### config.mk
export PLATFORM = sky130hd
export DESIGN_NAME = sq_tri_scheduler
export DESIGN_NICKNAME = d
export VERILOG_FILES = /design/src/rtl/sq_sched_pkg.sv /design/src/rtl/sq_col_walker.sv /design/src/rtl/sq_tri_scheduler.sv
export SDC_FILE = /design/constraint.sdc
export NUM_CORES = 1
export LEC_CHECK = 0
export BUFFER_PORTS_ARGS = -buffer_cell sky130_fd_sc_hd__buf_4
export CAP_MARGIN = 20
export CORE_MARGIN = 2
export CORE_UTILIZATION = 50
export DETAILED_ROUTE_END_ITERATION = 10
export PLACE_DENSITY = 0.71
export SETUP_SLACK_MARGIN = 0.5
export SYNTH_ARGS = -nofsm -noshare
export SYNTH_HDL_FRONTEND = slang
export SYNTH_SLANG_ARGS = --single-unit
### constraint.sdc
create_clock -name clk -period 6.2 [get_ports clk]
set_input_delay 1.86 -clock clk [delete_from_list [all_inputs] [get_ports clk]]
set_output_delay 1.86 -clock clk [all_outputs]
set_load 0.01 [all_outputs]
### src/rtl/sq_sched_pkg.sv
// sq_sched_pkg: shared types and helpers for the triangular squaring scheduler.
//   DEF_NUM_ELEMENTS / DEF_LANES : default limb count and multiplier lanes
//   idx_width() / col_width()    : limb-index and column-index widths for a limb count
//   idx_t, lane_beat_t           : index type and one beat of lane data (default sizing)
//   state_t                      : scheduler FSM states
package sq_sched_pkg;

    localparam int DEF_NUM_ELEMENTS = 62;
    localparam int DEF_LANES        = 8;

    function automatic int idx_width(input int n);
        return (n > 1) ? $clog2(n) : 1;
    endfunction

    function automatic int col_width(input int n);
        return (n > 1) ? $clog2(2 * n - 1) : 1;
    endfunction

    localparam int DEF_IDX_W = idx_width(DEF_NUM_ELEMENTS);
    localparam int DEF_COL_W = col_width(DEF_NUM_ELEMENTS);

    typedef logic [DEF_IDX_W-1:0] idx_t;

    typedef struct packed {
        idx_t [DEF_LANES-1:0] i;
        idx_t [DEF_LANES-1:0] j;
        logic [DEF_LANES-1:0] vld;
        logic [DEF_LANES-1:0] dbl;
    } lane_beat_t;

    typedef enum logic [1:0] {
        IDLE = 2'd0,
        RUN  = 2'd1,
        DONE = 2'd2
    } state_t;

endpackage

### src/rtl/sq_col_walker.sv
// sq_col_walker: combinational next-beat generator for the triangular schedule.
// From the current cursor (column k, first limb index of this beat) it produces
// the lane pairs of the beat, the column/schedule end flags and the cursor for
// the following beat. Purely incremental: shift for floor(k/2), adds and compares.
// Ports:
//   col        in   current column k
//   base       in   limb index i carried by lane 0 of this beat
//   lane_i/j   out  per-lane pair indices (0 on unused lanes)
//   lane_vld   out  lane carries a real pair
//   lane_dbl   out  off-diagonal pair (i != j)
//   col_last   out  this beat closes column k
//   sched_last out  this beat closes the final column
//   nxt_col    out  column of the following beat
//   nxt_base   out  lane-0 limb index of the following beat
module sq_col_walker
    import sq_sched_pkg::*;
#(
    parameter  int NUM_ELEMENTS = DEF_NUM_ELEMENTS,
    parameter  int LANES        = DEF_LANES,
    localparam int IDX_W        = idx_width(NUM_ELEMENTS),
    localparam int COL_W        = col_width(NUM_ELEMENTS)
) (
    input  logic [COL_W-1:0]            col,
    input  logic [IDX_W-1:0]            base,
    output logic [LANES-1:0][IDX_W-1:0] lane_i,
    output logic [LANES-1:0][IDX_W-1:0] lane_j,
    output logic [LANES-1:0]            lane_vld,
    output logic [LANES-1:0]            lane_dbl,
    output logic                        col_last,
    output logic                        sched_last,
    output logic [COL_W-1:0]            nxt_col,
    output logic [IDX_W-1:0]            nxt_base
);

    // Wide enough for base+LANES and k-i without wrapping into a false match.
    localparam int SW = COL_W + $clog2(LANES + 1) + 1;
    localparam logic [SW-1:0]    TOP_IDX  = SW'(NUM_ELEMENTS - 1);
    localparam logic [COL_W-1:0] LAST_COL = COL_W'(2 * NUM_ELEMENTS - 2);

    logic [SW-1:0] k;
    logic [SW-1:0] i_hi;
    logic [SW-1:0] beat_end;
    logic [SW-1:0] k_nxt;
    logic [SW-1:0] lo_nxt;
    logic [SW-1:0] cand [LANES];
    logic [SW-1:0] jv   [LANES];

    always_comb begin
        k        = SW'(col);
        i_hi     = k >> 1;
        beat_end = SW'(base) + SW'(LANES);

        for (int l = 0; l < LANES; l++) begin
            cand[l]     = SW'(base) + SW'(l);
            jv[l]       = k - cand[l];
            lane_vld[l] = (cand[l] <= i_hi);
            lane_i[l]   = lane_vld[l] ? IDX_W'(cand[l]) : '0;
            lane_j[l]   = lane_vld[l] ? IDX_W'(jv[l]) : '0;
            lane_dbl[l] = lane_vld[l] && (cand[l] != jv[l]);
        end

        col_last   = (beat_end > i_hi);
        sched_last = col_last && (col == LAST_COL);

        // First limb of column k+1 is max(0, k+1-(N-1)).
        k_nxt  = k + SW'(1);
        lo_nxt = (k_nxt > TOP_IDX) ? (k_nxt - TOP_IDX) : '0;

        nxt_col  = col_last ? (col + COL_W'(1)) : col;
        nxt_base = col_last ? IDX_W'(lo_nxt) : IDX_W'(beat_end);
    end

endmodule

### src/rtl/sq_tri_scheduler.sv
// sq_tri_scheduler: issues the upper-triangular partial products a[i]*a[j], i<=j,
// of an N-limb squaring onto LANES shared multipliers, column by column (k=i+j).
// Beats never span columns; off-diagonal lanes are flagged for doubling.
// Optional build macro: SQ_SCHED_PERF_EN adds perf_beats / perf_stalls counters.
// Ports:
//   clk, reset          clock, asynchronous active-high reset
//   start               begin a schedule (accepted in IDLE only)
//   busy                schedule in progress
//   done                one-cycle pulse after the final beat transfers
//   out_valid/out_ready beat handshake
//   out_i/out_j         per-lane pair indices
//   out_lane_vld        lane carries a real pair
//   out_dbl             lane product counts twice
//   out_col             column k of the beat
//   out_col_last        final beat of column k
//   out_last            final beat of the schedule
//   perf_beats          (SQ_SCHED_PERF_EN) transfers since start, saturating
//   perf_stalls         (SQ_SCHED_PERF_EN) stalled cycles since start, saturating
//
// state | meaning
// ------+-------------------------------------------------------------
// IDLE  | waiting for start; all outputs zero
// RUN   | first cycle primes beat 0, then beats issue on each transfer
// DONE  | done pulse for one cycle, outputs zero, back to IDLE
module sq_tri_scheduler
    import sq_sched_pkg::*;
#(
    parameter  int NUM_ELEMENTS = DEF_NUM_ELEMENTS,
    parameter  int LANES        = DEF_LANES,
    localparam int IDX_W        = idx_width(NUM_ELEMENTS),
    localparam int COL_W        = col_width(NUM_ELEMENTS)
) (
    input  logic                        clk,
    input  logic                        reset,
    input  logic                        start,
    output logic                        busy,
    output logic                        done,
    output logic                        out_valid,
    input  logic                        out_ready,
    output logic [LANES-1:0][IDX_W-1:0] out_i,
    output logic [LANES-1:0][IDX_W-1:0] out_j,
    output logic [LANES-1:0]            out_lane_vld,
    output logic [LANES-1:0]            out_dbl,
    output logic [COL_W-1:0]            out_col,
    output logic                        out_col_last,
    output logic                        out_last
`ifdef SQ_SCHED_PERF_EN
    ,
    output logic [15:0]                 perf_beats,
    output logic [15:0]                 perf_stalls
`endif
);

    state_t state, state_nxt;

    // Cursor: column and lane-0 limb index of the next beat to load.
    logic [COL_W-1:0] cur_col, cur_col_nxt;
    logic [IDX_W-1:0] cur_base, cur_base_nxt;

    logic                        busy_nxt, done_nxt, valid_nxt;
    logic [LANES-1:0][IDX_W-1:0] i_nxt, j_nxt;
    logic [LANES-1:0]            vld_nxt, dbl_nxt;
    logic [COL_W-1:0]            col_nxt;
    logic                        col_last_nxt, last_nxt;

    logic [LANES-1:0][IDX_W-1:0] w_i, w_j;
    logic [LANES-1:0]            w_vld, w_dbl;
    logic                        w_col_last, w_last;
    logic [COL_W-1:0]            w_nxt_col;
    logic [IDX_W-1:0]            w_nxt_base;

    sq_col_walker #(
        .NUM_ELEMENTS (NUM_ELEMENTS),
        .LANES        (LANES)
    ) u_walker (
        .col        (cur_col),
        .base       (cur_base),
        .lane_i     (w_i),
        .lane_j     (w_j),
        .lane_vld   (w_vld),
        .lane_dbl   (w_dbl),
        .col_last   (w_col_last),
        .sched_last (w_last),
        .nxt_col    (w_nxt_col),
        .nxt_base   (w_nxt_base)
    );

    always_ff @(posedge clk or posedge reset) begin
        if (reset) begin
            state        <= IDLE;
            cur_col      <= '0;
            cur_base     <= '0;
            busy         <= 1'b0;
            done         <= 1'b0;
            out_valid    <= 1'b0;
            out_i        <= '0;
            out_j        <= '0;
            out_lane_vld <= '0;
            out_dbl      <= '0;
            out_col      <= '0;
            out_col_last <= 1'b0;
            out_last     <= 1'b0;
        end else begin
            state        <= state_nxt;
            cur_col      <= cur_col_nxt;
            cur_base     <= cur_base_nxt;
            busy         <= busy_nxt;
            done         <= done_nxt;
            out_valid    <= valid_nxt;
            out_i        <= i_nxt;
            out_j        <= j_nxt;
            out_lane_vld <= vld_nxt;
            out_dbl      <= dbl_nxt;
            out_col      <= col_nxt;
            out_col_last <= col_last_nxt;
            out_last     <= last_nxt;
        end
    end

    always_comb begin
        state_nxt    = state;
        cur_col_nxt  = cur_col;
        cur_base_nxt = cur_base;
        busy_nxt     = busy;
        done_nxt     = 1'b0;
        valid_nxt    = out_valid;
        i_nxt        = out_i;
        j_nxt        = out_j;
        vld_nxt      = out_lane_vld;
        dbl_nxt      = out_dbl;
        col_nxt      = out_col;
        col_last_nxt = out_col_last;
        last_nxt     = out_last;

        unique case (state)
            IDLE: begin
                if (start) begin
                    state_nxt    = RUN;
                    busy_nxt     = 1'b1;
                    cur_col_nxt  = '0;
                    cur_base_nxt = '0;
                end
            end
            RUN: begin
                // Load a new beat when the output register is empty (priming
                // cycle) or its beat is being taken; otherwise hold for the stall.
                if (!out_valid || out_ready) begin
                    if (out_valid && out_last) begin
                        state_nxt    = DONE;
                        busy_nxt     = 1'b0;
                        done_nxt     = 1'b1;
                        valid_nxt    = 1'b0;
                        i_nxt        = '0;
                        j_nxt        = '0;
                        vld_nxt      = '0;
                        dbl_nxt      = '0;
                        col_nxt      = '0;
                        col_last_nxt = 1'b0;
                        last_nxt     = 1'b0;
                    end else begin
                        valid_nxt    = 1'b1;
                        i_nxt        = w_i;
                        j_nxt        = w_j;
                        vld_nxt      = w_vld;
                        dbl_nxt      = w_dbl;
                        col_nxt      = cur_col;
                        col_last_nxt = w_col_last;
                        last_nxt     = w_last;
                        cur_col_nxt  = w_nxt_col;
                        cur_base_nxt = w_nxt_base;
                    end
                end
            end
            DONE: begin
                state_nxt = IDLE;
            end
            default: begin
                state_nxt = IDLE;
            end
        endcase
    end

`ifdef SQ_SCHED_PERF_EN
    logic start_acc;
    logic xfer;
    logic stall;

    assign start_acc = (state == IDLE) && start;
    assign xfer      = out_valid && out_ready;
    assign stall     = out_valid && !out_ready;

    always_ff @(posedge clk or posedge reset) begin
        if (reset) begin
            perf_beats  <= '0;
            perf_stalls <= '0;
        end else if (start_acc) begin
            perf_beats  <= '0;
            perf_stalls <= '0;
        end else begin
            if (xfer && (perf_beats != 16'hFFFF)) begin
                perf_beats <= perf_beats + 16'd1;
            end
            if (stall && (perf_stalls != 16'hFFFF)) begin
                perf_stalls <= perf_stalls + 16'd1;
            end
        end
    end
`endif

endmodule

==> results of run 1 <==
logic make-up after synthesis:
kind of cell,synth area share
xor+xnor,0.1033
buf+inv,0.04179
compound gates,0.2040
flops,0.3631
simple gates,0.1467
fa+ha+maj,0.1390
mux,0.002220
cell type report:
type | count | area share
well taps | 234 | 0.02574
clock buffers | 20 | 0.04015
repair buffers | 140 | 0.09252
inverters | 56 | 0.01892
clock inverters | 11 | 0.01485
multi-input cells | 799 | 0.5020
flip-flops and latches | 139 | 0.3058
Yosys cell counts (4+ instances only):
master     instances
nand4_1            8
o21bai_1           6
o22ai_1            8
a211oi_1           7
or2_2              9
o211ai_1           6
dfrtp_1          139
xor2_1            22
xnor2_1           68
a22o_1            30
buf_4              7
o211a_1            5
nor2_1            57
nand3_1           13
nand2_1          152
and3_1             5
fa_1               4
clkbuf_1          17
a32oi_1            6
inv_1             53
ha_1             100
o21a_1             9
and2_1             4
a31oi_1            4
a21o_1            14
nand2b_1          21
o21ai_0           97
o2bb2ai_1          6
xnor3_1            7
nor4_1             5
nor3_1            11
buf_2             10
o31a_1             4
nor2b_1           10
a21oi_1           37
power by group:
part	switching [mW]	internal (mW)	total (mW)	leakage, nW
sequential	0.260	1.24	1.50	1.79
clock	0.403	0.691	1.09	0.306
combinational	2.03	1.67	3.70	3.30
worst paths after layout:
kind                              to  cells after the start
hold reg to reg             state[0]                      1
hold / removal              state[0]                      1
setup / recovery           out_i[14]                     10
min in group asynchronous  out_j[41]                      2
max in group asynchronous   out_i[8]                      3
setup reg to reg           out_i[14]                     10
state kept, by name (all words and copies together), names as in the netlist:
register / cells
state: 2
out_valid: 1
out_last: 1
busy: 1
cur_col: 7
out_col_last: 1
done: 1
cur_base: 6
out_i: 48
out_dbl: 8
out_col: 7
out_j: 48
out_lane_vld: 8
through the flow:
| stage | setup slack [ps] | instance area (um^2) | power, mW | std cells | util |
|---|---|---|---|---|---|
| 2_1_floorplan | 615.5 | 9580 | 3.997 | 1032 | - |
| 3_3_place_gp | 2279 | 10730 | 5.061 | 1366 | 0.5718 |
| 3_5_place_dp | 2168 | 10730 | 5.126 | 1366 | 0.5718 |
| 4_1_cts | 2168 | 11360 | 6.257 | 1397 | 0.6051 |
| 5_1_grt | 2002 | 11370 | 6.726 | 1399 | 0.6060 |
| 6_report | 2306 | 11370 | 6.289 | 1399 | 0.6060 |
routing by layer:
layer / part of all wire / track usage / vias up
li1: - / - / 3913
met1: 0.45 / 0.3727 / 4039
met2: 0.46 / 0.4279 / 323
met3: 0.070 / 0.04744 / 41
met4: 0.019 / 0.08702 / 0
met5: 0 / 0 / -
==> results.cfg, run 1 <==
[floorplanning]
initial_core_util = 0.5105
die_y_um = 142.4
top_level_ports = 128
die_area_um2 = 20280
die_x_um = 142.4
num_rows = 50
core_area_um2 = 18770

[global_routing]
grt_max_degree = 101
overflow = 0
grt_antenna_before_repair = 0
grt_pass1_vias = 7937
grt_use_total = 0.2684
grt_first_pass_wirelength_um = 42550

[final_layout]
syn_to_final_growth_pct = 18.71
drive_above_1_share = 0.1708
antennaDiodeCount = 0
multi_input_area_um2 = 5709
layout.nets = 1261
final_cell_mix = nand2_1, dfrtp_1, buf_4
fill_cells = 1633
final_common_cell = nand2_1
seqCellArea_um2 = 3478

[synthesis]
yosysUniqueCellTypes = 79
yosysTopAreaCell = dfrtp_1
postSynthCellCount = 1032
syn-cell-area_um2 = 9580
yosysTopAreaCellShare = 0.3631
avgSynthCellArea_um2 = 9.283
async_reset_ff_frac = 1.000
synth-edff-count = 0
yosysWarnings = 0
synth_fp_nets = 1140
synth-seq-cells = 139
synth_seq_area_share = 0.3631
synth_ff_type = dfrtp_1
synth.area.top_cells = dfrtp_1, ha_1, xnor2_1

[worst_setup_path]
path_cells = ha_1 > nand2_1 > xnor2_2 > inv_1 > ha_1 > nand2_1 > a21oi_1 > a2111oi_2 > o211ai_1 > o21ai_0
r2r_slack_ps = 2310
r2r-start = cur_base[2]
path_class = reg -> reg
crit_fanout = 15
crit_buf_inv = 1
crit_path_start = cur_base[2]
crit_arrival_ps = 4150
worst_setup_path_end_kind = register
crit_slowest_cell = dfrtp_1
cpPeakStageDelay_ps = 840
cp.required_ps = 6460
cp-start-kind = register
critical_path.top_delay_family = compound AO/OA/AOI/OAI gates

[job]
max-cap-violations = 0

[clocking]
clock_path_buffers = 2
cts_hold_buf = 0
cts-htree-levels = 4
clk_pin_slew_worst_paths_ps = 60
clock_latency_ps = 430
cts-root-buf = clkbuf_16
cts_sinks = 139
cts_setup_buffers = 0
cts_buffers = 17
cts_resized = 0
cts_tree = built

[detailed_routing]
wl_um = 26810
drc = 0
viasPerCell = 5.944
antenna_left = 0
wl_per_cell_um = 19.16
vias = 8316
drtIter0Drc = 545
dr.pass1.iters = 5

[power_and_ir_drop]
p_leak_nw = 5.387
powerDensity_nw_per_um2 = 553.0
ir_worst_vdd_v = 0.0002962

[sta]
setup_violations = 0
hold_viol = 0
tightest_slew_ps = 1110
fmax_ghz = 0.2568
fin_tns_setup_ps = 0
min_period_over_period = 0.6280
finalMaxSlewViolations = 0
period_minus_slack_ps = 3894
whs_ps = 460.4
finClkSkew_ps = 7.513
rsz0062_at_grt = no
relSlewSlack = 0.2565

[min_path]
hp-class = reg -> reg
hp-start = state[1]

[placed_design]
dp_hpwl_um = 18700
portBuffers = 127
gp_congestion = 0.8737

[outcome]
status = completed
Power figures use the tool's default switching activity.
==> run 2: changes to the inputs <==
--- a/config.mk
+++ b/config.mk
@@ -10,7 +10,7 @@
 export CORE_MARGIN = 2
 export CORE_UTILIZATION = 50
 export DETAILED_ROUTE_END_ITERATION = 10
-export PLACE_DENSITY = 0.71
+export PLACE_DENSITY = 0.73
 export SETUP_SLACK_MARGIN = 0.5
 export SYNTH_ARGS = -nofsm -noshare
 export SYNTH_HDL_FRONTEND = slang
==> constraint.sdc (replaced) <==
create_clock -name clk -period 3.27 [get_ports clk]
set_input_delay 0.981 -clock clk [delete_from_list [all_inputs] [get_ports clk]]
set_output_delay 0.981 -clock clk [all_outputs]
set_load 0.01 [all_outputs]
==> run 2 against run 1 <==
Net effect:
- clock-buffer cell count up 2
- wire length up 11%
- largest cell class unchanged
- highest routed layer unchanged
- die area unchanged
- via count up 6.5%
- sequential power up 82%
==> results.cfg, run 2 (synthesized netlist as in run 1, its figures left out) <==
[outcome]
status = completed

[global_routing]
grt_max_degree = 59
grt_first_pass_wirelength_um = 43670
grt_antenna_before_repair = 0
grt_pass1_vias = 8303
grt_use_total = 0.2776
overflow = 0

[detailed_routing]
antenna_left = 0
viasPerCell = 5.954
wl_per_cell_um = 19.96
drtIter0Drc = 675
wl_um = 29700
dr.pass1.iters = 5
drc = 0
vias = 8859

[final_layout]
reg_top3 = out_i x48, out_j x48
layout.nets = 1349
syn_to_final_growth_pct = 33.55
final_cell_mix = buf_4, nand2_1, dfrtp_1
final_common_cell = buf_4
antennaDiodeCount = 0
drive_above_1_share = 0.3022

[worst_setup_path]
path_cells = clkinvlp_4 > buf_6 > ha_4 > a21boi_4 > nor2b_2 > xnor2_2 > ha_1 > inv_2 > and3_4 > a211o_1 > a311oi_2 > xnor2_1 > o32a_1
crit_slowest_cell = dfrtp_2
path_class = reg -> reg
crit_fanout = 4
cpPeakStageDelay_ps = 410
worst_setup_path_end_kind = register
crit_arrival_ps = 3220
cp.required_ps = 3580
cp-start-kind = register

[clocking]
cts_sinks = 139
cts_buffers = 17
clock_path_buffers = 2
clock_latency_ps = 430
cts_tree = built
cts-root-buf = clkbuf_16
clk_pin_slew_worst_paths_ps = 60
cts_hold_buf = 0
cts-htree-levels = 4

[sta]
fin_tns_setup_ps = 0
hold_viol = 0
fmax_ghz = 0.3440
period_minus_slack_ps = 2907
rsz0062_at_grt = yes
setup_violations = 0
finClkSkew_ps = 6.652
min_period_over_period = 0.8889
tightest_slew_ps = 633.6
relSlewSlack = 0.5776
finalMaxSlewViolations = 0

[power_and_ir_drop]
p_int_mw = 7.657
ir_worst_vdd_v = 0.0005341
combPwrFrac = 0.634
sw_frac_of_total = 0.4233
power.share.sequential = 0.206
fin_total_pwr_mw = 13.28
p_clk_frac = 0.161
p_leak_nw = 5.938
switchingPower_mw = 5.620
powerDensity_nw_per_um2 = 1038

[floorplanning]
core_area_um2 = 18770
top_level_ports = 128
die_area_um2 = 20280
die_x_um = 142.4
num_rows = 50
initial_core_util = 0.5105
die_y_um = 142.4

[job]
max-cap-violations = 0

[placed_design]
dp_hpwl_um = 20000
portBuffers = 127
gp_congestion = 0.9306

[min_path]
hp-class = reg -> reg
run 2: cell types whose count changed in the layout (fill, tap and decap cells not counted), moves of 11 or more:
cell / previous run / this run
buf_4: 138 / 213
ha_4: 0 / 19
a21oi_1: 37 / 26
ha_1: 100 / 77
inv_1: 52 / 41
xnor2_2: 1 / 14
xnor2_1: 68 / 54
run 2: worst max-delay path, delay by kind of cell, from the launching register on:
kind / cells / cell delay (ps)
xor+xnor: 2 / 270
fa+ha+maj: 2 / 460
flops: 1 / 410
buf+inv: 3 / 390
simple gates: 2 / 220
compound gates: 4 / 1050
run 2: final cells by class:
| class | instances | area (um^2) |
|---|---|---|
| clock inverters | 10 | 162.7 |
| fillers | 1422 | 5973 |
| well taps | 234 | 292.8 |
| inverters | 56 | 225.2 |
| repair buffers | 227 | 1780 |
| clock buffers | 22 | 484.2 |
| multi-input cells | 800 | 6366 |
| flip-flops and latches | 139 | 3483 |
run 2: per-stage QoR:
| stage | utilization | worst slack, ps | instance area (um^2) | instances | hold WS, ps |
|---|---|---|---|---|---|
| finish | 0.6817 | 363.2 | 12790 | 1488 | 454.7 |
| global route | 0.6817 | 271.3 | 12790 | 1488 | 483.9 |
| CTS | 0.6459 | 394.9 | 12120 | 1464 | 457.0 |
| detailed placement | 0.5969 | 214.7 | 11200 | 1414 | 449.1 |
| global placement | 0.5969 | 290.0 | 11200 | 1414 | 449.6 |
| floorplan | - | 377.7 | 9684 | 1032 | 423.0 |
run 2: repair_timing:
item                                    4_1_cts  5_1_grt
endpoints found under the setup margin       95      114
hold endpoints to repair                      0        0
gates resized for setup                      23      101
pin swaps                                    11       29
buffers inserted                             17       21
cloned                                        1        3
run 2: final timing paths:
| kind | startpoint | end | slack (ps) | cells after the start |
|---|---|---|---|---|
| max reg2reg | cur_base[2] | out_dbl[7] | 360 | 13 |
| min | state[1] | state[0] | 450 | 1 |
| max in group asynchronous | reset | cur_base[5] | 2180 | 3 |
| min reg2reg | state[1] | state[0] | 450 | 1 |
| min in group asynchronous | reset | out_j[37] | 480 | 2 |
| max | cur_base[2] | out_dbl[7] | 360 | 13 |
run 2: per-layer routing:
layer / track usage / vias up / share of wire
met4: 0.08859 / 0 / 0.029
met3: 0.04004 / 76 / 0.059
met2: 0.4447 / 372 / 0.47
met1: 0.3905 / 4327 / 0.44
li1: - / 4084 / -
met5: 0 / - / 0
run 2: power by group through the flow:
| stage | logic [mW] | clock network [mW] | registers [mW] |
|---|---|---|---|
| finish | 8.41 | 2.13 | 2.73 |
| global route | 9.06 | 2.23 | 2.79 |
| CTS | 7.54 | 2.15 | 2.72 |
| detailed placement | 7.30 | 0 | 2.74 |
| global placement | 7.17 | 0 | 2.74 |
| floorplan | 4.64 | 0 | 2.99 |
==> run 3: changes to the inputs <==
--- a/config.mk
+++ b/config.mk
@@ -8,10 +8,12 @@
 export BUFFER_PORTS_ARGS = -buffer_cell sky130_fd_sc_hd__buf_4
 export CAP_MARGIN = 20
 export CORE_MARGIN = 2
-export CORE_UTILIZATION = 50
+export CORE_UTILIZATION = 45
 export DETAILED_ROUTE_END_ITERATION = 10
-export PLACE_DENSITY = 0.73
+export PLACE_DENSITY = 0.67
+export REMOVE_ABC_BUFFERS = 1
 export SETUP_SLACK_MARGIN = 0.5
 export SYNTH_ARGS = -nofsm -noshare
 export SYNTH_HDL_FRONTEND = slang
 export SYNTH_SLANG_ARGS = --single-unit
+export TNS_END_PERCENT = 5
==> run 3 against run 2 <==
Net effect:
- combinational power down 6.7%
- global-route usage shrank 3.4 points
- final area decreased by 3.1%
- clock power down 9.9%
- sequential cell count stayed put
- clock-buffer cell count grew 2
- clock skew increased by 2.1 ps
- setup slack better by 120 ps
- critical path type unchanged
- critical endpoint unchanged
- highest routed layer unchanged
==> results.cfg, run 3 (synthesized netlist as in run 1, its figures left out) <==
[final_layout]
drive_above_1_share = 0.2680
reg_top3 = out_i x48, out_j x48
syn_to_final_growth_pct = 29.41
final_cell_mix = buf_4, nand2_1, dfrtp_1
antennaDiodeCount = 0
fill_cells = 1833
final_common_cell = buf_4
layout.nets = 1334

[clocking]
clk_pin_slew_worst_paths_ps = 60
clock_path_buffers = 2
cts-root-buf = clkbuf_16
cts_tree = built
cts_buffers = 17
clock_latency_ps = 430
cts-htree-levels = 4
cts_sinks = 139

[detailed_routing]
wl_per_cell_um = 18.46
vias = 8483
wl_um = 27950
dr.pass1.iters = 5
drc = 0
antenna_left = 0
drtIter0Drc = 420
viasPerCell = 5.603

[power_and_ir_drop]
ir_worst_vdd_v = 0.0004451
sw_frac_of_total = 0.4243
powerDensity_nw_per_um2 = 1010
p_clk_frac = 0.153
switchingPower_mw = 5.313
fin_total_pwr_mw = 12.52
p_leak_nw = 5.805
p_int_mw = 7.209
power.share.sequential = 0.220
combPwrFrac = 0.627

[sta]
period_minus_slack_ps = 2787
tightest_slew_ps = 531.7
setup_violations = 0
finClkSkew_ps = 8.711
fin_tns_setup_ps = 0
fmax_ghz = 0.3588
finalMaxSlewViolations = 0
relSlewSlack = 0.6455
rsz0062_at_grt = yes
min_period_over_period = 0.8524
hold_viol = 0

[worst_setup_path]
crit_buf_inv = 2
cpMostUsedCell = ha_4
worst_setup_path_end_kind = register
cpPeakStageDelay_ps = 480
cp.required_ps = 3580
cp-start-kind = register
crit_arrival_ps = 3100
critical_path.top_delay_family = compound AO/OA/AOI/OAI gates
crit_slowest_cell = dfrtp_2
path_class = reg -> reg
crit_fanout = 6
path_cells = ha_4 > buf_4 > a21oi_2 > xnor2_2 > inv_2 > ha_4 > and3_4 > a211o_1 > a311oi_2 > xnor2_1 > o32a_1

[floorplanning]
num_rows = 53
top_level_ports = 128
die_area_um2 = 22470
die_x_um = 149.9
die_y_um = 149.9
core_area_um2 = 20960
initial_core_util = 0.4572

[global_routing]
grt_pass1_vias = 8145
overflow = 0
grt_first_pass_wirelength_um = 42750
grt_antenna_before_repair = 1
grt_max_degree = 62
grt_use_total = 0.2437

[job]
max-cap-violations = 0

[placed_design]
portBuffers = 127
gp_congestion = 0.8943
dp_hpwl_um = 19620

[min_path]
hp-class = reg -> reg

[outcome]
status = completed
## run 3: cell types whose count changed in the layout (fill, tap and decap cells not counted), sizes merged
cell,previous run,this run
buf,227,212
clkinvlp,6,1
inv,52,56
bufinv,4,2
clkbuf,22,24
clkinv,4,5
## run 3: per-stage QoR
stage	area, um^2	utilization	hold slack [ps]	worst slack (ps)	instances
after global routing	12400	0.5917	493.3	375.3	1514
after floorplan	9390	-	423.0	-1436	994
final	12400	0.5917	447.3	482.7	1514
after detailed placement	11140	0.5316	443.6	241.4	1453
after CTS	11740	0.5602	450.6	294.1	1487
after global placement	11140	0.5316	440.5	305.9	1453
## run 3: repair_timing
action,CTS,global route
setup buffers,2,26
hold buffers,0,0
gates resized for setup,7,89
gates cloned,0,1
endpoints found under the setup margin,69,96
pin swaps,1,28
## run 3: per-layer routing
layer / up-vias / GRT usage / share of wire
li1: 4051 / - / -
met1: 4112 / 0.3241 / 0.45
met2: 259 / 0.3932 / 0.47
met3: 61 / 0.04390 / 0.057
met4: 0 / 0.09858 / 0.027
met5: - / 0 / 0
## run 3: final cells by class
cell class / count / area, um^2 / share of cell area
Multi-Input combinational cell: 800 / 6153 / 0.4963
Sequential cell: 139 / 3485 / 0.2811
Timing Repair Buffer: 212 / 1632 / 0.1316
Clock buffer: 24 / 471.7 / 0.03805
Tap cell: 275 / 344.1 / 0.02775
Inverter: 56 / 220.2 / 0.01776
Clock inverter: 8 / 92.59 / 0.007468
## run 3: power groups by stage
stage	logic [mW]	registers [mW]	clock network (mW)
3_5_place_dp	7.22	2.76	0
5_1_grt	8.57	2.84	2.02
2_1_floorplan	4.42	3.05	0
4_1_cts	7.30	2.75	1.95
3_3_place_gp	7.09	2.76	0
6_report	7.85	2.76	1.92
## run 3: path summary, 6_finish.rpt
| check | startpoint | endpoint | slack [ps] | cells past startpoint |
|---|---|---|---|---|
| max in group asynchronous | reset | out_i[15] | 2030 | 3 |
| worst min register to register | state[1] | state[0] | 450 | 1 |
| min in group asynchronous | reset | out_lane_vld[5] | 560 | 2 |
| worst max-delay path | cur_base[3] | out_dbl[7] | 480 | 11 |
| worst min-delay path | state[1] | state[0] | 450 | 1 |
| worst max register to register | cur_base[3] | out_dbl[7] | 480 | 11 |
